File: config.mk
export PLATFORM = sky130hd
export DESIGN_NAME = onehot_pulse_decoder
export DESIGN_NICKNAME = d
export VERILOG_FILES = /design/src/rtl/onehot_decoder_pkg.sv /design/src/rtl/onehot_pulse_decoder.sv
export SDC_FILE = /design/constraint.sdc
export NUM_CORES = 1
export LEC_CHECK = 0
export ABC_AREA = 1
export BUFFER_PORTS_ARGS = -buffer_cell sky130_fd_sc_hd__buf_2
export CAP_MARGIN = 20
export CORE_ASPECT_RATIO = 0.9
export CORE_MARGIN = 2
export CORE_UTILIZATION = 33
export DETAILED_ROUTE_END_ITERATION = 12
export PLACE_DENSITY_LB_ADDON = 0.2
export SETUP_SLACK_MARGIN = 0.5
export SLEW_MARGIN = 20
export SYNTH_ARGS = -nofsm -noshare
export SYNTH_HDL_FRONTEND = slang
export SYNTH_SLANG_ARGS = --single-unit
File: constraint.sdc
create_clock -name clk -period 4.3 [get_ports clk]
set_clock_uncertainty 0.15 [all_clocks]
set_input_delay 0.215 -clock clk [delete_from_list [all_inputs] [get_ports clk]]
set_output_delay 0.215 -clock clk [all_outputs]
set_load 0.02 [all_outputs]
File: src/rtl/onehot_decoder_pkg.sv
// Shared types and helpers for the one-hot pulse decoder.
// Holds default widths, the FSM state type and the binary-to-one-hot helper.
package onehot_decoder_pkg;

  localparam int unsigned DefaultInW  = 3;
  localparam int unsigned DefaultOutW = 1 << DefaultInW;

  typedef enum logic [1:0] {
    StIdle,
    StDrive,
    StGap
  } state_t;

  function automatic logic [DefaultOutW-1:0] bin_to_onehot(input logic [DefaultInW-1:0] code);
    logic [DefaultOutW-1:0] oh;
    oh       = '0;
    oh[code] = 1'b1;
    return oh;
  endfunction

endpackage

File: src/rtl/onehot_pulse_decoder.sv
// Decodes an accepted line index into a one-hot pulse of programmable length, followed by a
// one-cycle all-zero gap. Optional DECODE_MASK_EN adds a per-line mask that drops masked codes.
module onehot_pulse_decoder
  import onehot_decoder_pkg::*;
#(
  parameter int unsigned IN_W   = DefaultInW,
  parameter int unsigned HOLD_W = 4,
  localparam int unsigned OUT_W = 1 << IN_W
) (
  input  logic              clk,
  input  logic              rst,
  input  logic              in_valid,
  output logic              in_ready,
  input  logic [IN_W-1:0]   in_code,
  input  logic [HOLD_W-1:0] hold_cycles,
`ifdef DECODE_MASK_EN
  input  logic [OUT_W-1:0]  mask,
  output logic              dropped,
`endif
  output logic [OUT_W-1:0]  y,
  output logic              busy,
  output logic              done
);

  state_t            state_q, state_d;
  logic [HOLD_W-1:0] cnt_q, cnt_d;
  logic [OUT_W-1:0]  y_q, y_d;
  logic              dropped_q, dropped_d;
  logic [HOLD_W-1:0] hold_eff;
  logic              code_masked;

  // A zero hold request still produces a single-cycle pulse.
  assign hold_eff = (hold_cycles == '0) ? HOLD_W'(1) : hold_cycles;

`ifdef DECODE_MASK_EN
  assign code_masked = mask[in_code];
  assign dropped     = dropped_q;
`else
  assign code_masked = 1'b0;
`endif

  always_comb begin
    state_d   = state_q;
    cnt_d     = cnt_q;
    y_d       = y_q;
    dropped_d = 1'b0;
    unique case (state_q)
      StIdle: begin
        if (in_valid) begin
          if (code_masked) begin
            state_d   = StGap;
            cnt_d     = '0;
            y_d       = '0;
            dropped_d = 1'b1;
          end else begin
            state_d = StDrive;
            cnt_d   = hold_eff - HOLD_W'(1);
            y_d     = bin_to_onehot(in_code);
          end
        end
      end
      StDrive: begin
        if (cnt_q != '0) begin
          cnt_d = cnt_q - HOLD_W'(1);
        end else begin
          state_d = StGap;
          y_d     = '0;
        end
      end
      StGap: begin
        state_d = StIdle;
      end
      default: begin
        state_d = StIdle;
        cnt_d   = '0;
        y_d     = '0;
      end
    endcase
  end

  always_ff @(posedge clk or posedge rst) begin
    if (rst) begin
      state_q   <= StIdle;
      cnt_q     <= '0;
      y_q       <= '0;
      dropped_q <= 1'b0;
    end else begin
      state_q   <= state_d;
      cnt_q     <= cnt_d;
      y_q       <= y_d;
      dropped_q <= dropped_d;
    end
  end

  assign in_ready = (state_q == StIdle);
  assign busy     = (state_q != StIdle);
  assign done     = (state_q == StGap);
  assign y        = y_q;

endmodule
==> metrics.txt, run 1 <==
internal power=357 µW; GRT Util Overall=0.135; worst skew pair latency=about 0.28 ns; Final min period=between 1.5 and 2 ns; Switching Fraction=0.488; Cells after DPL=~150; r2r setup slk=around 2.7 ns; Diodes inserted=0; Setup crit start=state_q[1]$_DFFE_PP0P_; final hold vios=0; Post-CTS Setup Bufs=0; Hold Crit Depth=4; NetSw=between 300 and 400 µW; Routed Wire Length=roughly 1500 µm; Setup CP Type=flop to flop; Arr. time, crit path=approximately 1.7 ns; top cell type's share of synthesized area=0.461; GPL Wtd Cong=0.875; Gate power share=0.557; CTS clk-pin slew, worst paths=~0.090 ns; die width=54.6 µm; CP max FO=6; total power density per cell area=752 mW/mm²; setup_tns=0 ns; DRT iter0 DRCs=7; Post-Syn Instances=between 100 and 150; achievable frequency=approximately 630 MHz; Clock Sinks=14; PnR worst setup slack=roughly 2.7 ns; CTS tree=yes; root buf cell=clkbuf_4; main area contributors after synthesis=dfrtp_1 (46%), nand2_1 (15%), o21ai_1 (6.6%), inv_1 (5.4%), nor2_1 (5.4%); Residual DRC=0; multi-input logic area=342 µm²; RSZ-0062 raised after global routing=false; # setup viols final=0; Storage cell area=between 300 and 400 µm²; Max VDD drop=slightly above 0.0003 V; worst hold path class=input port to flop; Mean Syn Cell Area=7.45 µm²; post-synthesis sequential area ratio=0.461; Final Max Slew Viols=0; Clk pwr share=0.133; post-route ant nets=0; Rows=16; WP data required=4.36 ns; final worst-path cycle share=0.368; reg-to-reg startpoint=state_q[1]$_DFFE_PP0P_; most frequent cells in the layout=nand2_1 (31), buf_2 (20), dfrtp_1 (14); synth-to-layout area growth=22.2%; library cells used by synthesis=16; Max Cap Viol=0; core area=approximately 0.0022 mm²; hpwl dp=1220 µm; Die Y-Extent=roughly 50 µm; I/O pin count=21; first-pass GRT wire length=roughly 2600 µm; Final Hold Slack=around 0.097 ns; largest net degree at the start of global routing=17; CP endpoint kind=flop; DIE AREA=0.00270 mm²; H-Tree Level Count=1; Port-buffer cells=20; share of cells above drive strength 1=0.302; Yosys top cell by area=dfrtp_1; syn_nets=113; sequential cell fraction of total power=0.310; Yosys warnings=0; Via density=approximately 4.3; Place WS=between 2 and 3 ns; Critical R2R Capture=cnt_q[1]$_DFFE_PP0P_; initial antenna violation count=0; depth of the worst register-to-register path=9; Mapped Area=~760 µm²; Worst-Margin Slew=~0.54 ns; status=complete, no violations; Yosys reg bits=14; DR WL/cell=approximately 9.9 µm; Worst Setup Start Kind=flop; most common cell after layout, fill and taps aside=nand2_1; filler instances=approximately 250; CTS buffer count=3; vias in the first global route=between 600 and 700; nets=138; fin cells=153; Leak Pwr=0.517 nW; crit path to=cnt_q[1]$_DFFE_PP0P_; Starting Density=0.348; DR vias=roughly 660; gr ovfl total=0; clk buf depth=2; headroom to the max-slew limit=0.641; TritonRoute pass-1 iters=4
sequential cells by signal, indices dropped and copies added, names as in the netlist:
| signal | cells |
|---|---|
| cnt_q | 4 |
| state_q | 2 |
| y | 8 |
critical path, stage by stage (launching register included):
cell	delay, ns
dfrtp_1	0.43
inv_2	0.12
nand2_2	0.10
inv_2	0.08
nand2_1	0.05
nand2_1	0.12
ha_1	0.24
nor2_1	0.09
nand2_1	0.06
o21ai_1	0.08
power by group through the flow:
stage,sequential [mW],combinational (mW),clock (mW)
2_1_floorplan,0.239,0.291,0
3_3_place_gp,0.219,0.391,0
5_1_grt,0.224,0.440,0.106
3_5_place_dp,0.219,0.392,0
6_report,0.216,0.388,0.0932
4_1_cts,0.217,0.392,0.0985
synth_stat cells (all sizes together):
master,number
o21ai,13
ha,1
a21oi,2
xor2,1
nor2,13
buf,1
inv,15
dfrtp,14
nand3,5
nand2,37
kinds of logic after synthesis:
kind of cell    synth area share
flops                      0.461
compound gates             0.109
xor+xnor                  0.0115
simple gates               0.313
fa+ha+maj                 0.0165
buf+inv                   0.0890
layout make-up:
type / count / area share
clock buffer: 4 / 0.0391
sequential: 14 / 0.377
multi-input combinational: 72 / 0.368
inverter: 15 / 0.0606
tap: 27 / 0.0364
timing repair buffer: 21 / 0.119
timing repair:
item / 4_1_cts / 5_1_grt
gates resized for setup: 0 / 0
setup endpoints to repair: 0 / 0
endpoints found under the hold margin: 14 / 0
hold buffers: 1 / 0
layer usage:
metal / global-route usage / up-vias / share of wire
li1: - / 362 / -
met1: 0.184 / 285 / 0.50
met2: 0.207 / 10 / 0.46
met3: 0.0576 / 0 / 0.047
met4: 0.0125 / 0 / 0
met5: 0 / - / 0
per-stage QoR:
step	util	power (mW)	cell area, µm²
2_1_floorplan	-	0.530	759
6_report	0.425	0.698	928
3_5_place_dp	0.404	0.610	882
5_1_grt	0.425	0.770	928
4_1_cts	0.425	0.708	928
3_3_place_gp	0.404	0.610	882
how the worst min path moves through the flow:
stage                    start                      to  slack (ns)
finish              in_code[1]        y[4]$_DFFE_PP0P_         0.1
global placement           rst  state_q[0]$_DFFE_PP0P_        0.13
floorplan                  rst    cnt_q[0]$_DFFE_PP0P_       -0.05
detailed placement         rst        y[6]$_DFFE_PP0P_        0.16
CTS                 in_code[1]        y[4]$_DFFE_PP0P_        0.09
global route          in_valid  state_q[0]$_DFFE_PP0P_        0.11
(Power assumes the default switching activity.)
==> inputs of run 2 (changes only) <==
- clock period: 4.3 -> 1.6 ns (I/O delays scaled with it)
==> run 2 against run 1 <==
Non-clock buffer count rose by 13. Utilization increased by 11 points. Die area stayed put. Sequential cell count unchanged. Routed wire length rose by 24%. Maximum frequency up 6.3%. Critical path depth is 1 lower. Worst hold slack got worse by 0.0066 ns. Sequential power grew to 2.8 times the previous value. Cell area increased by 26%. Worst setup slack worse by 2.6 ns.
==> metrics.txt, run 2 (synthesis gave the netlist of run 1 again) <==
GRT Util Overall=0.165 (was 0.135); Routed Wire Length=1880 µm (was 1510 µm); Diodes inserted=0 (unchanged); Max VDD drop=0.000875 V (was 0.000310 V); Starting Density=0.348 (unchanged); CTS buffer count=3 (unchanged); H-Tree Level Count=1 (unchanged); synth-to-layout area growth=54.5% (was 22.2%); WL met3=93 µm (was 71 µm); I/O pin count=21 (unchanged); Critical R2R Capture=cnt_q[2]$_DFFE_PP0P_ (was cnt_q[1]$_DFFE_PP0P_); Place WS=0.0713 ns (was 2.75 ns); TritonRoute pass-1 iters=4 (unchanged); r2r setup slk=0.11 ns (was 2.72 ns); Die Y-Extent=49.5 µm (unchanged); WL met2=894 µm (was 693 µm); depth of the worst register-to-register path=8 (was 9); total power density per cell area=2140 mW/mm² (was 752 mW/mm²); most frequent cells in the layout=nand2_1 (26), buf_2 (15), dfrtp_1 (13) (was nand2_1 (31), buf_2 (20), dfrtp_1 (14)); core area=0.00218 mm² (unchanged); CTS clk-pin slew, worst paths=0.08 ns (was 0.09 ns); overall power=2.51 mW (was 698 µW); Final min period=1.49 ns (was 1.58 ns); Clock Sinks=14 (unchanged); DIE AREA=0.00270 mm² (unchanged); final worst-path cycle share=0.930 (was 0.368); # setup viols final=0 (unchanged); Worst Setup Start Kind=flop (unchanged); Setup CP Type=flop to flop (unchanged); achievable frequency=672 MHz (was 632 MHz); CP peak stage delay=0.41 ns (was 0.43 ns); uppermost layer routed=met4 (was met3); Port-buffer cells=20 (unchanged); first-pass GRT wire length=3260 µm (was 2640 µm); worst hold path class=input port to flop (unchanged); initial antenna violation count=0 (unchanged); largest net degree at the start of global routing=17 (unchanged); DRT iter0 DRCs=8 (was 7); Rows=16 (unchanged); headroom to the max-slew limit=0.643 (was 0.641); most common cell after layout, fill and taps aside=nand2_1 (unchanged); hpwl dp=1320 µm (was 1220 µm); max FFs per register=8 (unchanged); vias in the first global route=743 (was 629); Hold Crit Depth=7 (was 4); CTS tree=yes (unchanged); Residual DRC=0 (unchanged); Critical-path top delay cell=dfrtp_1 (unchanged); root buf cell=clkbuf_4 (unchanged); crit path to=cnt_q[2]$_DFFE_PP0P_ (was cnt_q[1]$_DFFE_PP0P_); DR vias=753 (was 657); RSZ-0062 raised after global routing=true (was false); Via density=4.54 (was 4.29); Final Max Slew Viols=0 (unchanged); PnR worst setup slack=0.113 ns (was 2.72 ns); fin cells=166 (was 153); GPL Wtd Cong=0.840 (was 0.875); share of cells above drive strength 1=0.446 (was 0.302); final hold vios=0 (unchanged); Arr. time, crit path=1.51 ns (was 1.65 ns); CP max FO=5 (was 6); status=complete, no violations (unchanged); setup_tns=0 ns (unchanged); Cells after DPL=148 (unchanged); Leak Pwr=0.600 nW (was 0.517 nW); WL met1=857 µm (was 749 µm); worst skew pair latency=0.29 ns (was 0.28 ns); Critical Path, Cell by Cell=inv_2, nand3_1, nand2_4, inv_4, ha_4, xor2_1, nand2_1, o21ai_1 (was inv_2, nand2_2, inv_2, nand2_1, nand2_1, ha_1, nor2_1, nand2_1, o21ai_1); Max Cap Viol=0 (unchanged); gr ovfl total=0 (unchanged); post-route ant nets=0 (unchanged); Worst-Margin Slew=0.535 ns (was 0.539 ns); DR WL/cell=11.3 µm (was 9.89 µm); reg-to-reg startpoint=state_q[1]$_DFFE_PP0P_ (unchanged); WP data required=1.62 ns (was 4.36 ns); nets=151 (was 138); CP endpoint kind=flop (unchanged); Setup crit start=state_q[1]$_DFFE_PP0P_ (unchanged); die width=54.6 µm (unchanged); clk buf depth=2 (unchanged)
[run 2: cell count changes in the layout (fill, tap and decap cells not counted), sizes merged]
cell,change
buf,+9
dlygate4sd3,+4
[run 2: report_power, final]
part / internal [mW] / switching [mW]
Sequential: 0.489 / 0.108
Clock: 0.139 / 0.120
Combinational: 0.667 / 0.984
[run 2: area by class of cell]
type                    count  area (µm²)
flip-flops and latches     14         352
well taps                  27        33.8
inverters                  15        63.8
multi-input cells          72         447
repair buffers             34         241
fillers                   213        1010
clock buffers               4        36.3
[run 2: worst min-delay path by stage]
stage                        start                   end  slack [ns]
global placement               rst      y[6]$_DFFE_PP0P_      -0.004
global route        hold_cycles[3]  cnt_q[3]$_DFFE_PP0P_        0.13
detailed placement             rst      y[6]$_DFFE_PP0P_     -0.0002
finish              hold_cycles[3]  cnt_q[3]$_DFFE_PP0P_        0.09
floorplan                      rst  cnt_q[0]$_DFFE_PP0P_       -0.18
CTS                 hold_cycles[2]  cnt_q[2]$_DFFE_PP0P_        0.07
[run 2: repair_timing]
action                     CTS  global route
hold endpoints to repair    22             0
gates resized for setup     11            14
pin swaps                    4             6
hold buffers                 5             0
setup buffers                6             3
setup endpoints to repair   17            21
[run 2: per-stage QoR]
step                      utilization  instance area (µm²)  hold WS (ns)
after floorplan                     -                  798        -0.181
after global placement          0.422                  921      -0.00383
after detailed placement        0.422                  921     -0.000209
after CTS                       0.502                 1100        0.0716
after global routing            0.538                 1170         0.135
final                           0.538                 1170        0.0900
[run 2: metal layers]
layer / GRT usage / up-vias
met1: 0.217 / 341
met3: 0.0545 / 5
met4: 0.0500 / 0
met2: 0.253 / 18
li1: - / 389
met5: 0 / -
[run 2: worst max-delay path, delay by kind of cell, from the launching register on]
| family | cells | cell delay (ns) |
|---|---|---|
| compound gates | 1 | 0.07 |
| xor+xnor | 1 | 0.13 |
| fa+ha+maj | 1 | 0.14 |
| buf+inv | 2 | 0.16 |
| flops | 1 | 0.41 |
| simple gates | 3 | 0.31 |
==> inputs of run 3 (changes only) <==
- CORE_UTILIZATION: 33 -> 49
==> run 3 against run 2 <==
Clock power decreased by 24%. Routed wire length is 3.5% higher. Via count up 4.1%. Combinational power barely moved. Critical path depth shrank 4. Highest routed layer unchanged. Worst hold slack improved by 0.0065 ns. Critical endpoint is now busy. Non-clock buffer count unchanged. Largest power group unchanged. Cell area fell by 5.3%. Maximum frequency shrank 1.3%. Die area down 30%. Clock-buffer cell count is the same. Critical path type is now flop to output pin. Worst setup slack worse by 0.019 ns.
==> metrics.txt, run 3 (synthesis gave the netlist of run 1 again) <==
Worst-Margin Slew=0.524 ns (was 0.535 ns); # setup viols final=0 (unchanged); gr ovfl total=0 (unchanged); NetSw=1.17 mW (was 1.21 mW); worst skew pair latency=0.27 ns (was 0.29 ns); setup_tns=0 ns (unchanged); final worst-path cycle share=0.942 (was 0.930); largest net degree at the start of global routing=17 (unchanged); filler instances=90 (was 213); status=complete, no violations (unchanged); H-Tree Level Count=1 (unchanged); Storage cell area=352 µm² (unchanged); sequential cell fraction of total power=0.246 (was 0.238); Die Y-Extent=41.4 µm (was 49.5 µm); Final min period=1.51 ns (was 1.49 ns); Setup CP Type=flop to output pin (was flop to flop); Leak Pwr=0.582 nW (was 0.600 nW); Clock Sinks=14 (unchanged); Port-buffer cells=20 (unchanged); WP data required=1.37 ns (was 1.62 ns); Arr. time, crit path=1.28 ns (was 1.51 ns); Starting Density=0.525 (was 0.348); worst hold path class=input port to flop (unchanged); Max VDD drop=0.00137 V (was 0.000875 V); DR WL/cell=12.6 µm (was 11.3 µm); nets=151 (unchanged); Via density=5.09 (was 4.54); most common cell after layout, fill and taps aside=nand2_1 (unchanged); overall power=2.42 mW (was 2.51 mW); CTS tree=yes (unchanged); Max Cap Viol=0 (unchanged); synth-to-layout area growth=46.3% (was 54.5%); first-pass GRT wire length=2990 µm (was 3260 µm); depth of the worst register-to-register path=7 (was 8); DIE AREA=0.00188 mm² (was 0.00270 mm²); share of cells above drive strength 1=0.432 (was 0.446); fin cells=154 (was 166); multi-input logic area=423 µm² (was 447 µm²); die width=45.5 µm (was 54.6 µm); root buf cell=clkbuf_4 (unchanged); Rows=13 (was 16); hpwl dp=1220 µm (was 1320 µm); most frequent cells in the layout=nand2_1 (25), buf_2 (17), dfrtp_1 (13) (was nand2_1 (26), buf_2 (15), dfrtp_1 (13)); internal power=1.25 mW (was 1.29 mW); final hold vios=0 (unchanged); RSZ-0062 raised after global routing=true (unchanged); Worst Setup Start Kind=flop (unchanged); I/O pin count=21 (unchanged); Diodes inserted=0 (unchanged); CP endpoint kind=output pin (was flop); Final Max Slew Viols=0 (unchanged); initial antenna violation count=0 (unchanged); Routed Wire Length=1940 µm (was 1880 µm); vias in the first global route=680 (was 743); GRT Util Overall=0.237 (was 0.165); max FFs per register=8 (unchanged); DR vias=784 (was 753); total power density per cell area=2180 mW/mm² (was 2140 mW/mm²); headroom to the max-slew limit=0.650 (was 0.643); Residual DRC=0 (unchanged); achievable frequency=664 MHz (was 672 MHz); CTS clk-pin slew, worst paths=0.08 ns (about the same); DRT iter0 DRCs=22 (was 8); Clk pwr share=0.081 (was 0.103); Gate power share=0.672 (was 0.659); post-route ant nets=0 (unchanged); Cells after DPL=136 (was 148); GPL Wtd Cong=0.798 (was 0.840); Hold Crit Depth=4 (was 7); core area=0.00145 mm² (was 0.00218 mm²); Switching Fraction=0.483 (was 0.484); CTS buffer count=3 (unchanged); CP max FO=7 (was 5); TritonRoute pass-1 iters=6 (was 4); clk buf depth=2 (unchanged)
## run 3: final timing paths
check / from / endpoint / slack (ns)
setup / recovery: state_q[0]$_DFFE_PP0P_ / busy / 0.09
hold / removal: in_valid / cnt_q[3]$_DFFE_PP0P_ / 0.1
setup reg to reg: state_q[0]$_DFFE_PP0P_ / cnt_q[3]$_DFFE_PP0P_ / 0.11
hold reg to reg: y[6]$_DFFE_PP0P_ / y[6]$_DFFE_PP0P_ / 0.34
max in group asynchronous: rst / state_q[0]$_DFFE_PP0P_ / 0.70
min in group asynchronous: rst / cnt_q[2]$_DFFE_PP0P_ / 0.23
## run 3: what timing repair did
action	in CTS	in global routing
endpoints found under the hold margin	22	0
setup buffers	8	1
resized for setup	10	6
pin swaps	6	4
setup endpoints to repair	16	17
hold buffers	5	0
## run 3: layout make-up
class                      instances  area share
timing repair buffer              34       0.209
inverter                          15      0.0529
clock buffer                       4      0.0236
multi-input combinational         72       0.381
sequential                        14       0.316
tap                               15      0.0169
## run 3: routing by layer
metal,track usage,vias up,share of wire
li1,-,387,-
met1,0.307,361,0.44
met2,0.366,32,0.47
met3,0.0733,4,0.064
met4,0.103,0,0.022
met5,0,-,0
## run 3: critical path, cell delays in order (launching register included)
cell and delay (ns):
dfrtp_2 0.49, buf_6 0.16, nor2_4 0.15, inv_4 0.07, buf_6 0.13
## run 3: per-stage QoR
| stage | utilization | area, µm² | worst slack [ns] | hold slack (ns) |
|---|---|---|---|---|
| after floorplan | - | 798 | 0.189 | -0.181 |
| after global placement | 0.626 | 906 | 0.128 | -0.0190 |
| after detailed placement | 0.626 | 906 | 0.0896 | -0.0105 |
| after CTS | 0.745 | 1080 | 0.152 | 0.0988 |
| after global routing | 0.768 | 1110 | 0.0549 | 0.119 |
| final | 0.768 | 1110 | 0.0932 | 0.0965 |
## run 3: power groups by stage
stage / Combinational (mW) / Sequential [mW] / Clock (mW)
2_1_floorplan: 0.879 / 0.656 / 0
3_3_place_gp: 1.13 / 0.598 / 0
3_5_place_dp: 1.15 / 0.605 / 0
4_1_cts: 1.46 / 0.589 / 0.207
5_1_grt: 1.77 / 0.614 / 0.217
6_report: 1.63 / 0.597 / 0.197
